==> src/rtl/axil_pkg.sv <==
// Shared AXI-Lite definitions: response codes, demux FSM states and the
// address-to-slot decode used by every window decoder.
package axil_pkg;

  localparam logic [1:0] RESP_OKAY   = 2'b00;
  localparam logic [1:0] RESP_SLVERR = 2'b10;
  localparam logic [1:0] RESP_DECERR = 2'b11;

  typedef enum logic [1:0] {W_IDLE, W_ISSUE, W_RESP} w_state_e;
  typedef enum logic [1:0] {R_IDLE, R_ISSUE, R_RESP} r_state_e;

  typedef struct packed {
    logic       mapped;
    logic [3:0] slot;
  } slot_dec_t;

  // Addresses below the base wrap to a huge index, so the lower bound is checked separately.
  function automatic slot_dec_t decode_slot(input logic [63:0] addr, input logic [63:0] base,
                                            input int unsigned slotBits,
                                            input int unsigned numSlots);
    slot_dec_t   res;
    logic [63:0] idx;
    idx        = (addr - base) >> slotBits;
    res.mapped = (addr >= base) && (idx < 64'(numSlots));
    res.slot   = idx[3:0];
    return res;
  endfunction

endpackage

==> src/rtl/axil_demux_decode.sv <==
// Combinational window decoder: maps an AXI-Lite address onto one of the
// contiguous equal-size slave windows, or flags it as unmapped.
module axil_demux_decode
  import axil_pkg::*;
#(
  parameter int                    NUM_SLOTS       = 4,
  parameter int                    ADDR_WIDTH      = 32,
  parameter logic [ADDR_WIDTH-1:0] BASE_ADDR       = '0,
  parameter int                    SLOT_ADDR_WIDTH = 12
) (
  input  logic [ADDR_WIDTH-1:0] addr_i,
  output logic                  mapped_o,
  output logic [3:0]            slot_o
);

  slot_dec_t dec;

  always_comb begin
    dec      = decode_slot(64'(addr_i), 64'(BASE_ADDR), SLOT_ADDR_WIDTH, NUM_SLOTS);
    mapped_o = dec.mapped;
    slot_o   = dec.slot;
  end

endmodule

==> src/rtl/axil_demux_1_n.sv <==
// AXI-Lite 1-to-N demultiplexer with independent single-outstanding read and
// write paths, DECERR for unmapped addresses and a saturating DECERR counter.
module axil_demux_1_n
  import axil_pkg::*;
#(
  parameter int                    NUM_SLOTS       = 4,
  parameter int                    ADDR_WIDTH      = 32,
  parameter int                    DATA_WIDTH      = 32,
  parameter logic [ADDR_WIDTH-1:0] BASE_ADDR       = '0,
  parameter int                    SLOT_ADDR_WIDTH = 12,
  parameter logic [31:0]           DECERR_RDATA    = 32'hDEAD_BEEF
) (
  input  logic                                   clk_i,
  input  logic                                   reset_i,
  input  logic [ADDR_WIDTH-1:0]                  s_awaddr_i,
  input  logic                                   s_awvalid_i,
  output logic                                   s_awready_o,
  input  logic [DATA_WIDTH-1:0]                  s_wdata_i,
  input  logic [DATA_WIDTH/8-1:0]                s_wstrb_i,
  input  logic                                   s_wvalid_i,
  output logic                                   s_wready_o,
  output logic [1:0]                             s_bresp_o,
  output logic                                   s_bvalid_o,
  input  logic                                   s_bready_i,
  input  logic [ADDR_WIDTH-1:0]                  s_araddr_i,
  input  logic                                   s_arvalid_i,
  output logic                                   s_arready_o,
  output logic [DATA_WIDTH-1:0]                  s_rdata_o,
  output logic [1:0]                             s_rresp_o,
  output logic                                   s_rvalid_o,
  input  logic                                   s_rready_i,
  output logic [NUM_SLOTS*ADDR_WIDTH-1:0]        m_awaddr_o,
  output logic [NUM_SLOTS-1:0]                   m_awvalid_o,
  input  logic [NUM_SLOTS-1:0]                   m_awready_i,
  output logic [NUM_SLOTS*DATA_WIDTH-1:0]        m_wdata_o,
  output logic [NUM_SLOTS*(DATA_WIDTH/8)-1:0]    m_wstrb_o,
  output logic [NUM_SLOTS-1:0]                   m_wvalid_o,
  input  logic [NUM_SLOTS-1:0]                   m_wready_i,
  input  logic [NUM_SLOTS*2-1:0]                 m_bresp_i,
  input  logic [NUM_SLOTS-1:0]                   m_bvalid_i,
  output logic [NUM_SLOTS-1:0]                   m_bready_o,
  output logic [NUM_SLOTS*ADDR_WIDTH-1:0]        m_araddr_o,
  output logic [NUM_SLOTS-1:0]                   m_arvalid_o,
  input  logic [NUM_SLOTS-1:0]                   m_arready_i,
  input  logic [NUM_SLOTS*DATA_WIDTH-1:0]        m_rdata_i,
  input  logic [NUM_SLOTS*2-1:0]                 m_rresp_i,
  input  logic [NUM_SLOTS-1:0]                   m_rvalid_i,
  output logic [NUM_SLOTS-1:0]                   m_rready_o,
  output logic [7:0]                             decerr_count_o
);

  localparam int                    STRB_WIDTH  = DATA_WIDTH / 8;
  localparam logic [DATA_WIDTH-1:0] DECERR_DATA = DATA_WIDTH'(DECERR_RDATA);

  w_state_e                wState_q, wState_d;
  logic [ADDR_WIDTH-1:0]   awAddr_q, awAddr_d;
  logic                    awHeld_q, awHeld_d, wHeld_q, wHeld_d;
  logic [DATA_WIDTH-1:0]   wData_q, wData_d;
  logic [STRB_WIDTH-1:0]   wStrb_q, wStrb_d;
  logic                    awDone_q, awDone_d, wDone_q, wDone_d;
  logic [1:0]              bResp_q, bResp_d;
  logic                    bValid_q, bValid_d;

  r_state_e                rState_q, rState_d;
  logic [ADDR_WIDTH-1:0]   arAddr_q, arAddr_d;
  logic [DATA_WIDTH-1:0]   rData_q, rData_d;
  logic [1:0]              rResp_q, rResp_d;
  logic                    rValid_q, rValid_d;

  logic [7:0]              decerrCount_q, decerrCount_d;
  logic [8:0]              decerrSum;

  logic                    awMapped, arMapped;
  logic [3:0]              awSlot, arSlot;
  logic [NUM_SLOTS-1:0]    awSel, arSel;
  logic                    awHs, wHs, mAwHs, mWHs, mBHs, mArHs, mRHs;
  logic                    wDecerr, rDecerr;

  // Decoding the held addresses keeps every downstream strobe a function of registers only.
  axil_demux_decode #(
    .NUM_SLOTS(NUM_SLOTS), .ADDR_WIDTH(ADDR_WIDTH),
    .BASE_ADDR(BASE_ADDR), .SLOT_ADDR_WIDTH(SLOT_ADDR_WIDTH)
  ) u_awDecode (.addr_i(awAddr_q), .mapped_o(awMapped), .slot_o(awSlot));

  axil_demux_decode #(
    .NUM_SLOTS(NUM_SLOTS), .ADDR_WIDTH(ADDR_WIDTH),
    .BASE_ADDR(BASE_ADDR), .SLOT_ADDR_WIDTH(SLOT_ADDR_WIDTH)
  ) u_arDecode (.addr_i(arAddr_q), .mapped_o(arMapped), .slot_o(arSlot));

  assign awSel = NUM_SLOTS'(1) << awSlot;
  assign arSel = NUM_SLOTS'(1) << arSlot;

  assign s_awready_o = (wState_q == W_IDLE) && !awHeld_q;
  assign s_wready_o  = (wState_q == W_IDLE) && !wHeld_q;
  assign s_bresp_o   = bResp_q;
  assign s_bvalid_o  = bValid_q;
  assign s_arready_o = (rState_q == R_IDLE);
  assign s_rdata_o   = rData_q;
  assign s_rresp_o   = rResp_q;
  assign s_rvalid_o  = rValid_q;

  assign m_awaddr_o  = {NUM_SLOTS{awAddr_q}};
  assign m_wdata_o   = {NUM_SLOTS{wData_q}};
  assign m_wstrb_o   = {NUM_SLOTS{wStrb_q}};
  assign m_araddr_o  = {NUM_SLOTS{arAddr_q}};
  assign m_awvalid_o = (wState_q == W_ISSUE && awMapped && !awDone_q) ? awSel : '0;
  assign m_wvalid_o  = (wState_q == W_ISSUE && awMapped && !wDone_q)  ? awSel : '0;
  assign m_bready_o  = (wState_q == W_RESP && !bValid_q)              ? awSel : '0;
  assign m_arvalid_o = (rState_q == R_ISSUE && arMapped)              ? arSel : '0;
  assign m_rready_o  = (rState_q == R_RESP && !rValid_q)              ? arSel : '0;

  assign awHs  = s_awvalid_i && s_awready_o;
  assign wHs   = s_wvalid_i && s_wready_o;
  assign mAwHs = |(m_awvalid_o & m_awready_i);
  assign mWHs  = |(m_wvalid_o & m_wready_i);
  assign mBHs  = |(m_bready_o & m_bvalid_i);
  assign mArHs = |(m_arvalid_o & m_arready_i);
  assign mRHs  = |(m_rready_o & m_rvalid_i);

  assign wDecerr = (wState_q == W_ISSUE) && !awMapped;
  assign rDecerr = (rState_q == R_ISSUE) && !arMapped;

  assign decerrSum     = {1'b0, decerrCount_q} + {8'd0, wDecerr} + {8'd0, rDecerr};
  assign decerrCount_d = decerrSum[8] ? 8'hFF : decerrSum[7:0];
  assign decerr_count_o = decerrCount_q;

  // Write path: AW and W are collected independently, then issued to one slot.
  always_comb begin
    wState_d = wState_q;
    awAddr_d = awAddr_q;
    awHeld_d = awHeld_q;
    wData_d  = wData_q;
    wStrb_d  = wStrb_q;
    wHeld_d  = wHeld_q;
    awDone_d = awDone_q;
    wDone_d  = wDone_q;
    bResp_d  = bResp_q;
    bValid_d = bValid_q;
    unique case (wState_q)
      W_IDLE: begin
        if (awHs) begin
          awAddr_d = s_awaddr_i;
          awHeld_d = 1'b1;
        end
        if (wHs) begin
          wData_d = s_wdata_i;
          wStrb_d = s_wstrb_i;
          wHeld_d = 1'b1;
        end
        if ((awHeld_q || awHs) && (wHeld_q || wHs)) begin
          awDone_d = 1'b0;
          wDone_d  = 1'b0;
          wState_d = W_ISSUE;
        end
      end
      W_ISSUE: begin
        if (!awMapped) begin
          bResp_d  = RESP_DECERR;
          bValid_d = 1'b1;
          wState_d = W_RESP;
        end else begin
          awDone_d = awDone_q || mAwHs;
          wDone_d  = wDone_q || mWHs;
          if (awDone_d && wDone_d) wState_d = W_RESP;
        end
      end
      W_RESP: begin
        if (mBHs) begin
          bResp_d  = m_bresp_i[awSlot*2 +: 2];
          bValid_d = 1'b1;
        end
        if (bValid_q && s_bready_i) begin
          bValid_d = 1'b0;
          awHeld_d = 1'b0;
          wHeld_d  = 1'b0;
          wState_d = W_IDLE;
        end
      end
      default: wState_d = W_IDLE;
    endcase
  end

  // Read path: one address in flight, response registered before going upstream.
  always_comb begin
    rState_d = rState_q;
    arAddr_d = arAddr_q;
    rData_d  = rData_q;
    rResp_d  = rResp_q;
    rValid_d = rValid_q;
    unique case (rState_q)
      R_IDLE: begin
        if (s_arvalid_i) begin
          arAddr_d = s_araddr_i;
          rState_d = R_ISSUE;
        end
      end
      R_ISSUE: begin
        if (!arMapped) begin
          rResp_d  = RESP_DECERR;
          rData_d  = DECERR_DATA;
          rValid_d = 1'b1;
          rState_d = R_RESP;
        end else if (mArHs) begin
          rState_d = R_RESP;
        end
      end
      R_RESP: begin
        if (mRHs) begin
          rData_d  = m_rdata_i[arSlot*DATA_WIDTH +: DATA_WIDTH];
          rResp_d  = m_rresp_i[arSlot*2 +: 2];
          rValid_d = 1'b1;
        end
        if (rValid_q && s_rready_i) begin
          rValid_d = 1'b0;
          rState_d = R_IDLE;
        end
      end
      default: rState_d = R_IDLE;
    endcase
  end

  always_ff @(posedge clk_i) begin
    if (reset_i) begin
      wState_q      <= W_IDLE;
      awAddr_q      <= '0;
      awHeld_q      <= 1'b0;
      wData_q       <= '0;
      wStrb_q       <= '0;
      wHeld_q       <= 1'b0;
      awDone_q      <= 1'b0;
      wDone_q       <= 1'b0;
      bResp_q       <= RESP_OKAY;
      bValid_q      <= 1'b0;
      rState_q      <= R_IDLE;
      arAddr_q      <= '0;
      rData_q       <= '0;
      rResp_q       <= RESP_OKAY;
      rValid_q      <= 1'b0;
      decerrCount_q <= '0;
    end else begin
      wState_q      <= wState_d;
      awAddr_q      <= awAddr_d;
      awHeld_q      <= awHeld_d;
      wData_q       <= wData_d;
      wStrb_q       <= wStrb_d;
      wHeld_q       <= wHeld_d;
      awDone_q      <= awDone_d;
      wDone_q       <= wDone_d;
      bResp_q       <= bResp_d;
      bValid_q      <= bValid_d;
      rState_q      <= rState_d;
      arAddr_q      <= arAddr_d;
      rData_q       <= rData_d;
      rResp_q       <= rResp_d;
      rValid_q      <= rValid_d;
      decerrCount_q <= decerrCount_d;
    end
  end

endmodule
==> config.mk <==
export PLATFORM = sky130hd
export DESIGN_NAME = axil_demux_1_n
export DESIGN_NICKNAME = d
export VERILOG_FILES = /design/src/rtl/axil_pkg.sv /design/src/rtl/axil_demux_decode.sv /design/src/rtl/axil_demux_1_n.sv
export SDC_FILE = /design/constraint.sdc
export NUM_CORES = 1
export LEC_CHECK = 0
export CORE_AREA = 2 2 287 289
export CTS_CLUSTER_DIAMETER = 60
export CTS_CLUSTER_SIZE = 16
export DETAILED_ROUTE_END_ITERATION = 10
export DIE_AREA = 0 0 289 291
export SLEW_MARGIN = 20
export SYNTH_ARGS = -nofsm -noshare
export SYNTH_HDL_FRONTEND = slang
export SYNTH_HIERARCHICAL = 1
export SYNTH_SLANG_ARGS = --single-unit
==> constraint.sdc <==
create_clock -name clk_i -period 6.94 [get_ports clk_i]
set_input_delay 1.388 -clock clk_i [delete_from_list [all_inputs] [get_ports clk_i]]
set_output_delay 1.388 -clock clk_i [all_outputs]
set_load 0.02 [all_outputs]
==> impl_metrics.env <==
export IMPL_cp_max_fo=6
export IMPL_port_buffers=739
export IMPL_grt_pass1_vias=8959
export IMPL_worstPathArrival_ns=3.28
export IMPL_seqPwrFrac_pct=28.0
export IMPL_dieArea_sq_mm=0.0841
export IMPL_slew_viol_final=0
export IMPL_cp_slowest_stage_delay_ns=0.73
export IMPL_synthArstFlopShare_pct=0
export IMPL_cp_end_kind="output port"
export IMPL_synth_top_area_share_pct=32.0
export IMPL_dp_final_hpwl_mm=39.6
export IMPL_tightest_slew_ns=0.982
export IMPL_clock_sinks=154
export IMPL_clockBufferDepth=2
export IMPL_drt_iter0_drc=307
export IMPL_comb_power_share_pct=50.0
export IMPL_via_count=9381
export IMPL_fillCellCount=9048
export IMPL_cp_required_ns=5.55
export IMPL_fin_ws_ns=2.27
export IMPL_slew_headroom_pct=34.5
export IMPL_path_cells="or4_1 -> nor4_2 -> nand2_1 -> nor3_1 -> clkdlybuf4s50_1"
export IMPL_whs_path_depth=2
export IMPL_die_w_um=289
export IMPL_worstHoldStart="s_rdata_o[24]"
export IMPL_synth_top_cell_by_area="dfxtp_1"
export IMPL_hold_viol_final=0
export IMPL_core_area_sq_mm=0.0812
export IMPL_p_leak_uw=0.00549
export IMPL_timing_setup_tns_ns=0
export IMPL_r2r_end="decerr_count_o[4]"
export IMPL_post_cts_resized=0
export IMPL_wl_per_cell_um=17.7
export IMPL_start_util_pct=11.9
export IMPL_drv_cap=0
export IMPL_cts_setup_buffers=0
export IMPL_ys_warn_count=6
export IMPL_gp_congestion=0.800
export IMPL_intPower_uw=2520
export IMPL_num_io_pins=740
export IMPL_setup_viol_count_final=0
export IMPL_htreeDepth=4
export IMPL_grt_ovfl_total=0
export IMPL_ys_seq_elements=154
export IMPL_period_share_pct=67.3
export IMPL_postSynthCellCount=1194
export IMPL_area_growth_pct=70.9
export IMPL_grt_max_degree=76
export IMPL_peakVddDrop_uv=181
export IMPL_clk_pin_slew_ns=0.07
export IMPL_critPathBufInv=1
export IMPL_syn_area_per_cell_sq_um=8.08
export IMPL_fmax_mhz=214
export IMPL_worst_setup_path_start_kind="flip-flop"
export IMPL_grtUsageTotal_pct=10.8
export IMPL_synth_area_top_cells="dfxtp_1, buf_4, nand2_1"
export IMPL_p_clk_share_pct=22.1
export IMPL_synth_edf_count=0
export IMPL_r2r_setup_slack_ns=3.61
export IMPL_cts_hold_buf=0
export IMPL_syn_area_sq_mm=0.00965
export IMPL_r2r_cells=8
export IMPL_drt_wl_total_mm=47.4
export IMPL_cts_made_buffers=17
export IMPL_rows=105
export IMPL_status="finished, final reports clean"
export IMPL_grt_pass1_wl_mm=64.9
export IMPL_postSynthNetCount=1476
export IMPL_synth_distinct_cells=49
export IMPL_min_period_ns=4.67
export IMPL_dominantRegCellSynth="dfxtp_1"
export IMPL_firstDrtPassIters=4
export IMPL_ys_seq_area_share_pct=32.0
export IMPL_place_ws_ns=2.72
export IMPL_cp_depth=5
export IMPL_clk_latency_ns=0.47
export IMPL_p_per_area_mw_per_mm2=265
export IMPL_grt_antenna_before_repair=8
export IMPL_cp_top_family="simple AND/OR/NAND/NOR gates"
export IMPL_rsz0062_at_grt="no"
export IMPL_hp_class="flip-flop to flip-flop"
export IMPL_final_nets=1875
export IMPL_p_switching_uw=1840
export IMPL_die_h_um=291
export IMPL_r2r_start="arAddr_q[25]"
export IMPL_p_sw_share_pct=42.2
export IMPL_drtAntennaViolNets=0
export IMPL_drt_vias_per_instance=3.50
export IMPL_crit_slowest_cell="nor4_2"
export IMPL_cts_tree="yes"
export IMPL_drcViolationCount=0
export IMPL_skew_ns=0.0150
export IMPL_worstSetupPathType="flip-flop to output port"
export IMPL_hold_path_end="s_rdata_o[24]"
export IMPL_root_buffer="clkbuf_16"
export IMPL_layout_drive_gt1_share_pct=5.60
==> logic make-up after synthesis <==
logic type | synth area share (%)
buffers and inverters | 27.4
flip-flops | 32.0
XOR/XNOR | 0.363
adder cells (fa/ha/maj) | 1.50
AND/OR/NAND/NOR | 19.4
multiplexers | 8.99
AO/OA/AOI/OAI | 10.3
==> layout make-up <==
class | instances | area (sq um) | area share, %
repair buffers | 755 | 7540 | 45.7
clock inverters | 14 | 136 | 0.827
multi-input cells | 658 | 3920 | 23.8
flip-flops and latches | 154 | 3090 | 18.7
clock buffers | 18 | 439 | 2.66
inverters | 7 | 26.3 | 0.159
well taps | 1070 | 1340 | 8.12
diodes | 1 | 2.50 | 0.0152
==> stage by stage <==
stage	area, sq um	util [%]	power [uW]	hold slack, ns	std cells
after global routing	16500	20.3	4650	0.508	2676
after detailed placement	15900	19.6	3470	0.465	2643
after floorplan	9650	-	2550	0.482	1194
after CTS	16500	20.3	4500	0.479	2675
final	16500	20.3	4370	0.478	2677
after global placement	15900	19.6	3460	0.470	2643
==> Yosys cell counts, types with 5 or more instances <==
library cell	count
nor3_1	17
inv_1	7
mux4_2	8
ha_1	10
mux2_2	5
nand3_1	12
nand2_1	221
and3_1	10
nor2_1	68
mux2i_1	63
nor4_1	6
nor2b_1	6
nor3_2	21
buf_4	308
buf_2	8
a21oi_1	119
nand3b_1	18
o221ai_1	27
clkbuf_1	49
dfxtp_1	154
buf_6	6
==> worst reg2reg max path, stage by stage (launching register included) <==
cell and delay (ns):
dfxtp_1 0.35, or4_1 0.57, nor4_2 0.73, nor2b_1 0.30, fa_1 0.56, ha_1 0.31, nand3_1 0.13, xor2_1 0.15
a21oi_1 0.08
==> power by group through the flow <==
| stage | sequential [uW] | clock [uW] | combinational [uW] |
|---|---|---|---|
| 2_1_floorplan | 1330 | 0 | 1230 |
| 3_3_place_gp | 1240 | 0 | 2220 |
| 3_5_place_dp | 1250 | 0 | 2220 |
| 4_1_cts | 1230 | 1040 | 2230 |
| 5_1_grt | 1250 | 1050 | 2350 |
| 6_report | 1220 | 964 | 2180 |
==> layer usage <==
metal  up-vias  wire [um]  share of wire [%]  track usage (%)
met2       494      24800                 52             20.1
met5         -         13              0.027                0
met4         2        820                1.7             2.89
li1       4492          -                  -                -
met1      4350      18300                 39             11.8
met3        43       3460                7.3             3.11
==> cells in the final DEF (no fill, tap or decap), types with 5 or more instances in the layout <==
cell type,count
nand3_1,12
and3_1,10
dfxtp_1,153
mux4_2,8
nor2_1,68
buf_4,15
clkdlybuf4s50_1,738
nor4_1,6
a21oi_1,119
nor2b_1,6
mux2_2,5
nand2_1,221
inv_1,7
o221ai_1,27
nor3_2,21
mux2i_1,63
clkbuf_16,17
nand3b_1,18
nor3_1,17
ha_1,10
==> registers in the layout, summed over array words and instances (netlist names) <==
signal	count
arAddr_q	32
awAddr_q	32
awDone_q	1
awHeld_q	1
decerr_count_o	8
rState_q	2
s_bresp_o	2
s_bvalid_o	1
s_rdata_o	32
s_rresp_o	2
s_rvalid_o	1
wData_q	32
wDone_q	1
wHeld_q	1
wState_q	2
wStrb_q	4
==> worst max path at each step <==
| stage | startpoint | end | slack [ns] |
|---|---|---|---|
| floorplan | arAddr_q[13] | m_arvalid_o[2] | 3.59 |
| global placement | arAddr_q[25] | m_arvalid_o[0] | 2.71 |
| detailed placement | arAddr_q[25] | m_arvalid_o[0] | 2.72 |
| CTS | arAddr_q[24] | m_arvalid_o[0] | 2.15 |
| global route | arAddr_q[24] | m_arvalid_o[0] | 2.04 |
| finish | arAddr_q[25] | m_arvalid_o[0] | 2.27 |
(Power assumes the default switching activity.)
